### config.mk
export PLATFORM = sky130hd
export DESIGN_NAME = alu_arbiter
export DESIGN_NICKNAME = d
export VERILOG_FILES = /design/src/rtl/alu_arbiter.sv
export SDC_FILE = /design/constraint.sdc
export NUM_CORES = 1
export LEC_CHECK = 0
export BUFFER_PORTS_ARGS = -buffer_cell sky130_fd_sc_hd__buf_2
export CAP_MARGIN = 20
export CORE_MARGIN = 2
export CORE_UTILIZATION = 38
export DETAILED_ROUTE_END_ITERATION = 8
export PLACE_DENSITY = 0.67
export SLEW_MARGIN = 20
export SYNTH_ARGS = -nofsm -noshare
export SYNTH_HDL_FRONTEND = slang
export SYNTH_SLANG_ARGS = --single-unit
### constraint.sdc
create_clock -name i_clk -period 5.9 [get_ports i_clk]
set_input_delay 0.295 -clock i_clk [delete_from_list [all_inputs] [get_ports i_clk]]
set_output_delay 0.295 -clock i_clk [all_outputs]
set_load 0.01 [all_outputs]
### src/rtl/alu_arbiter.sv
// Round-robin arbiter sharing one ALU between two requesters, with a
// 32-step shift-add unsigned multiply sequenced through the ALU's ADD op.

module ALU (
    input  logic [3:0]  i_op,
    input  logic [31:0] i_d1,
    input  logic [31:0] i_d2,
    output logic [31:0] o_result
);
    always_comb begin
        case (i_op)
            4'd0:    o_result = i_d1;
            4'd1:    o_result = i_d1 + i_d2;
            4'd2:    o_result = i_d1 - i_d2;
            default: o_result = '0;
        endcase
    end
endmodule

module alu_arbiter (
    input  logic        i_clk,
    input  logic        i_reset_n,
    input  logic        i_req_valid_0,
    input  logic        i_req_valid_1,
    output logic        o_req_ready_0,
    output logic        o_req_ready_1,
    input  logic [3:0]  i_req_op_0,
    input  logic [3:0]  i_req_op_1,
    input  logic [31:0] i_req_d1_0,
    input  logic [31:0] i_req_d2_0,
    input  logic [31:0] i_req_d1_1,
    input  logic [31:0] i_req_d2_1,
    output logic        o_rsp_valid_0,
    output logic        o_rsp_valid_1,
    input  logic        i_rsp_ready_0,
    input  logic        i_rsp_ready_1,
    output logic [31:0] o_rsp_result,
    output logic        o_rsp_error,
    output logic        o_busy
);
    typedef enum logic [1:0] {S_IDLE, S_EXEC, S_MUL, S_RESP} state_t;

    localparam logic [3:0] OP_PASS = 4'd0;
    localparam logic [3:0] OP_ADD  = 4'd1;
    localparam logic [3:0] OP_MUL  = 4'd3;

    state_t      state_q, state_d;
    logic        rr_q, rr_d;
    logic        owner_q, owner_d;
    logic [3:0]  op_q, op_d;
    logic [31:0] d1_q, d1_d;
    logic [31:0] d2_q, d2_d;
    logic [31:0] acc_q, acc_d;
    logic [4:0]  count_q, count_d;
    logic [31:0] result_q, result_d;
    logic        error_q, error_d;

    logic        grant_0, grant_1;
    logic [3:0]  alu_op;
    logic [31:0] alu_a, alu_b, alu_y;

    ALU u_alu (
        .i_op     (alu_op),
        .i_d1     (alu_a),
        .i_d2     (alu_b),
        .o_result (alu_y)
    );

    always_comb begin
        grant_0       = i_req_valid_0 && (!i_req_valid_1 || !rr_q);
        grant_1       = i_req_valid_1 && (!i_req_valid_0 || rr_q);
        o_req_ready_0 = (state_q == S_IDLE) && grant_0 && i_reset_n;
        o_req_ready_1 = (state_q == S_IDLE) && grant_1 && i_reset_n;
        o_rsp_valid_0 = (state_q == S_RESP) && !owner_q;
        o_rsp_valid_1 = (state_q == S_RESP) && owner_q;
        o_rsp_result  = result_q;
        o_rsp_error   = error_q;
        o_busy        = (state_q != S_IDLE);
    end

    always_comb begin
        state_d  = state_q;
        rr_d     = rr_q;
        owner_d  = owner_q;
        op_d     = op_q;
        d1_d     = d1_q;
        d2_d     = d2_q;
        acc_d    = acc_q;
        count_d  = count_q;
        result_d = result_q;
        error_d  = error_q;
        alu_op   = OP_PASS;
        alu_a    = d1_q;
        alu_b    = d2_q;
        case (state_q)
            S_IDLE: begin
                if (o_req_ready_0 || o_req_ready_1) begin
                    owner_d = o_req_ready_1;
                    rr_d    = !o_req_ready_1;
                    op_d    = o_req_ready_1 ? i_req_op_1 : i_req_op_0;
                    d1_d    = o_req_ready_1 ? i_req_d1_1 : i_req_d1_0;
                    d2_d    = o_req_ready_1 ? i_req_d2_1 : i_req_d2_0;
                    acc_d   = '0;
                    count_d = '0;
                    state_d = (op_d == OP_MUL) ? S_MUL : S_EXEC;
                end
            end
            S_EXEC: begin
                alu_op   = op_q;
                result_d = alu_y;
                error_d  = (op_q > OP_MUL);
                state_d  = S_RESP;
            end
            S_MUL: begin
                // d1_q/d2_q double as multiplicand/multiplier shift registers
                alu_op  = OP_ADD;
                alu_a   = acc_q;
                alu_b   = d1_q;
                if (d2_q[0]) begin
                    acc_d = alu_y;
                end
                d1_d    = d1_q << 1;
                d2_d    = d2_q >> 1;
                count_d = count_q + 5'd1;
                if (count_q == 5'd31) begin
                    result_d = d2_q[0] ? alu_y : acc_q;
                    error_d  = 1'b0;
                    state_d  = S_RESP;
                end
            end
            S_RESP: begin
                if (owner_q ? i_rsp_ready_1 : i_rsp_ready_0) begin
                    state_d = S_IDLE;
                end
            end
            default: state_d = S_IDLE;
        endcase
    end

    always_ff @(posedge i_clk or negedge i_reset_n) begin
        if (!i_reset_n) begin
            state_q  <= S_IDLE;
            rr_q     <= 1'b0;
            owner_q  <= 1'b0;
            op_q     <= '0;
            d1_q     <= '0;
            d2_q     <= '0;
            acc_q    <= '0;
            count_q  <= '0;
            result_q <= '0;
            error_q  <= 1'b0;
        end else begin
            state_q  <= state_d;
            rr_q     <= rr_d;
            owner_q  <= owner_d;
            op_q     <= op_d;
            d1_q     <= d1_d;
            d2_q     <= d2_d;
            acc_q    <= acc_d;
            count_q  <= count_d;
            result_q <= result_d;
            error_q  <= error_d;
        end
    end
endmodule

# --- Word-level counts from Yosys, hierarchy flattened ---
# Index checks and enable logic that the tools add are counted.
classes:
  addsub: 3
  order_cmp: 1
  eq_ne: 10
  mux: 26
  reduce_logical: 25
op_table:
  columns: ["cell", "count"]
  rows:
  - ["$mux 32", 9]
  - ["$pmux 32 s2", 4]
  - ["$pmux 32 s3", 1]
  - ["$add 32x32->32", 1]
  - ["$sub 32x32->32", 1]
  - ["$pmux 5 s2", 1]
  - ["$eq 4x2->1 const B", 2]
  - ["$logic_and 1x1->1", 8]
  - ["$mux 2", 4]
  - ["$pmux 2 s4", 1]
  - ["$pmux 4 s2", 1]
  - ["$reduce_and 2->1", 3]
  - ["$reduce_bool 2->1", 3]
  - ["$add 5x1->5 const B", 1]
  - ["$eq 5x5->1 const B", 1]
  - ["$logic_not 1->1", 5]
  - ["$mux 5", 1]
  - ["$eq 2x2->1 const B", 2]
  - ["$eq 4x1->1 const B", 1]
  - ["$gt 4x2->1 const B", 1]
  - ["$logic_not 4->1", 1]
  - ["$mux 4", 1]
  - ["$ne 2x1->1 const B", 2]
  - ["$logic_or 1x1->1", 3]
  - ["other kinds (6)", 7]
totals:
  reg_bits: 142
  in_bits: 142
  out_inout_bits: 38
  wordCells: 75

# --- Depth between registers and ports, before layout ---
depth:
  word_depth: 10
  mapped_depth: 26
  depth_no_buf: 19

# --- Hierarchy ---
# A second synthesis with hierarchy kept.
hier_totals:
  cells_unflattened: 1351
  hier_area_um2: 10918.0
by_module_without_submodules:
  columns: ["module", "instances", "cells_per_inst", "area_each_um2", "seq_area_each_um2"]
  rows:
  - ["alu_arbiter", 1, 934, 8257.9, 3553.4]
  - ["ALU", 1, 417, 2660.1, 0.0]

# --- Least setup slack after synthesis ---
# Ideal clock, no wire load.
synth_timing:
  path_kind: "register -> register"
  from: "register state_q[0]"
  to: "register result_q[24], in the netlist o_rsp_result[24]"
  setup_time_ns: 0.135
  t_arrival_ns: 5.039
  required_time_ns: 5.765
  setup_slack_ns: 0.726
  path_stages_with_launch: 25
  n_path_buf: 7
  synth_period_minus_slack_ns: 5.174
  cell_sequence: "dfrtp_1 inv_1 ha_1 buf_6 buf_6 buf_6 buf_6 buf_2 buf_4 buf_2 mux2i_1 ha_1 o221ai_2 nor4_4 a21oi_1 xor2_1 ha_1 and4_1 a32o_1 a21oi_1 nand4_1 a41oi_1 mux2_2 nor3_1 o31ai_1"
synth_between:
  elab_chain_len: 7
  word_cells_on_any_way: 17
  cone_classes: "add/sub (2); eq/ne (5); mux (7); reduce/logical (3)"
synth_rtl:
  columns: ["element", "line", "rtl"]
  rows:
  - ["start, declared", "47", "state_t state_q, state_d;"]
  - ["start signal, assigned", "153", "state_q <= state_d;"]
  - ["$eq 2x2->1 / $eq 2x1->1 (equally long branches)", "95", "case (state_q)"]
  - ["$mux 32 / $pmux 4 s2 (equally long branches)", "95", null]
  - ["$sub 32x32->32 (tied with other cells)", "14", "4'd2: o_result = i_d1 - i_d2;"]
  - ["$pmux 32 s3", "11", "case (i_op)"]
  - ["$mux 32", null, null]
  - ["$mux 32", "125", "if (count_q == 5'd31) begin"]
  - ["$pmux 32 s2", "95", null]
  - ["end signal, assigned", "161", "result_q <= result_d;"]
  - ["end, declared", "55", "logic [31:0] result_q, result_d;"]
# Parallel ways exist; a longest one is shown, timed or not. The select of a mux whose other input is x is not followed.
# A chain may end at the register's enable or synchronous reset.

# --- Worst setup path in the final report ---
layout_timing:
  from: "register state_q[0]"
  to: "register result_q[26], in the netlist o_rsp_result[26]"
# Same word-level chain as after synthesis.

==> reports/qor.csv <==
stage,metric,value,unit
worst_setup_path,worst-setup-path-type,reg -> reg,
layout,fin_nets,1716,
logic_synthesis,post_synth.cell_area_avg,7.90,um2
placed_design,placed_cells_incl_taps,1898,
routing,number_of_design_rule_violations_left_by_the_first_detailed_router_iteration,1097,
layout,layout-drive-gt1-share,0.192,
grt,track_usage,0.229,
clock_network,clk_path_buf_depth,2,
clock_network,cts_hold_buffers,1,
timing,clock.fmax,190,MHz
timing,report.final.slew_viol_count,0,
clock_network,cts_made_buffers,17,
logic_synthesis,synth-edff-count,0,
logic_synthesis,synthesis.nets,1597,
worst_setup_path,crit_path_capture_type,register,
timing,worstMarginPinSlew,1.13,ns
floorplan,fp.dieH,176,um
worst_setup_path,critical_path.startpoint,state_q[0],
placed_design,detailed_place_hpwl,26.3,mm
timing,timing.final.crit_period,5.26,ns
placed_design,port_buffers,179,
grt,gr-total-overflow,0,
clock_network,cts.clk_slew.worst_paths,0.06,ns
layout,stdcell_area,12900,um2
grt,grt_max_degree,80,
routing,via_per_inst,5.68,
layout,final-instance-count-excl-fill,1931,
clock_network,clkLatencyLatePin,0.43,ns
routing,detail_route.drc_violations,0,
routing,route.detailed.wl_per_inst,18.2,um
logic_synthesis,synth.lib_cells_used.distinct,78,
logic_synthesis,ys_seq_area_frac,0.318,
floorplan,die_width,176,um
grt,antenna_found_initial,1,
run_status,outcome,"finished, final reports clean",
layout,most_used_cells_in_the_layout_excluding_fill_and_tap_cells,"301 x nand2_1, 178 x buf_2, 176 x o21ai_0, 142 x dfrtp_1, 71 x nor2_1",
clock_network,ctsHtreeMaxLevel,4,
layout,num_antenna_cells,0,
logic_synthesis,share_of_async_settable_or_async_resettable_flops_after_synthesis,1.00,
routing,route.final.wire_length,35.2,mm
timing,max_slew_margin,0.245,
worst_setup_path,critical_path_peak_fanout,60,
worst_setup_path,cp.arrival,5.54,ns
routing,detailedRoute.firstPassIterationCount,5,
timing,final.setup.tns,0,ns
job,cap_viol_max_count,0,
timing,timing.clock.skew,0.00886,ns
floorplan,initial_cell_density_of_the_core,0.387,
grt,grt_first_pass_wirelength,56.5,mm
floorplan,ioPinCount,180,
worst_setup_path,worstSetupStartpointType,register,
layout,flow.area_growth_from_synthesis,15.8,%
timing,grt_setup_unrepaired,false,
logic_synthesis,synthFlopType,dfrtp_1,
timing,setup_viol,0,
logic_synthesis,synth_area,11200,um2
floorplan,die_footprint,30800,um2
clock_network,cts-root-buf,clkbuf_16,
placed_design,dpl-instance-area,12300,um2
clock_network,cts_setup_buffers,0,
layout,final_common_cell,nand2_1,
floorplan,fp.coreArea,28900,um2
logic_synthesis,number_of_warning_messages_in_the_yosys_log,0,
worst_setup_path,cp.required,6.18,ns
hold_path,timing.hold.worst.class,in -> reg,
clock_network,post_cts.resized_instances,0,
floorplan,num_rows,62,
placed_design,place.gp.congestion,0.953,
routing,final_antenna_net_count,0,
hold_path,worstHoldStart,i_req_op_0[2],
logic_synthesis,ys_seq_elements,142,
timing,finalCritPeriodShare,0.892,
worst_setup_path,r2r_startpoint,state_q[0],
clock_network,cts_tree,yes,
clock_network,clkSinkCount,142,
logic_synthesis,syn-instance-count,1415,
timing,hold_violations,0,
routing,vias,11000,
grt,vias_in_the_first_global_route,10200,
sequential cells by signal, summed over array words and instances (netlist names):
signal / count
acc_q: 32
rr_q: 1
op_q: 4
state_q: 2
o_rsp_result: 32
count_q: 5
owner_q: 1
o_rsp_error: 1
d1_q: 32
d2_q: 32
worst paths after layout:
kind | to | slack (ns) | cells after the start
setup / recovery | o_rsp_result[26] | 0.64 | 18
hold / removal | op_q[2] | 0.13 | 3
setup reg to reg | o_rsp_result[26] | 0.64 | 18
hold reg to reg | o_rsp_result[15] | 0.47 | 1
max in group asynchronous | o_rsp_result[20] | 4.09 | 3
min in group asynchronous | d2_q[3] | 0.47 | 2
critical path, cell delays in order (launching register included):
cell and delay (ns):
dfrtp_1 0.41, inv_1 0.17, ha_4 0.63, mux2i_1 0.36, ha_1 0.25, o221ai_2 0.16
nor4_4 0.43, and2_4 0.24, a21oi_1 0.07, xor2_1 0.21, ha_1 0.38, nor2_1 0.09
nor3b_1 0.24, nor3_1 0.10, a21oi_1 0.30, nand3_1 0.21, o2111a_1 0.28, a221oi_1 0.39
o221ai_1 0.17
Yosys cell counts, drive strengths merged (14+ instances only):
cell | n | area [um2]
ha | 39 | 488
nor2 | 75 | 284
nand3 | 48 | 245
mux2i | 64 | 641
nand2 | 303 | 1140
a31oi | 14 | 93.8
a21oi | 61 | 313
a22oi | 40 | 300
o22ai | 15 | 106
xor2 | 25 | 219
a21o | 18 | 135
xnor2 | 23 | 209
mux2 | 32 | 360
o221ai | 15 | 144
clkbuf | 61 | 229
inv | 26 | 97.6
buf | 38 | 210
dfrtp | 142 | 3550
nor3 | 21 | 120
o21ai | 181 | 906
o31ai | 14 | 105
cell type report:
type                            instances  area [um2]
Clock buffer                           18         429
Clock inverter                         14         193
Fill cell                            2936       15900
Inverter                               26        97.6
Multi-Input combinational cell       1148        7140
Sequential cell                       142        3550
Tap cell                              384         480
Timing Repair Buffer                  199        1050
logic make-up (layout without fill, tap and decap cells):
kind of cell             Yosys count  count (layout)  synth area share
multiplexers                      96              96            0.0895
buffers and inverters            125             257            0.0480
AND/OR/NAND/NOR                  531             531             0.215
XOR/XNOR                          48              48            0.0383
adder cells (fa/ha/maj)           40              40            0.0454
AO/OA/AOI/OAI                    433             433             0.246
flip-flops                       142             142             0.318
per-stage QoR:
step / hold WS (ns) / util / setup slack (ns)
floorplan: -0.000591 / - / 0.726
global placement: 0.392 / 0.427 / 0.890
detailed placement: 0.390 / 0.427 / 0.725
CTS: 0.125 / 0.449 / 0.698
global route: 0.154 / 0.449 / 0.334
finish: 0.130 / 0.449 / 0.636
layer usage:
metal,part of all wire,global-route usage,vias to the layer above
met2,0.42,0.331,418
met5,0.00037,0,-
met1,0.50,0.355,5177
met4,0.016,0.0561,2
li1,-,-,5340
met3,0.073,0.0355,39
Power is not shown: default switching activity piles up to over one toggle a cycle in this logic, so the estimate is an artifact.
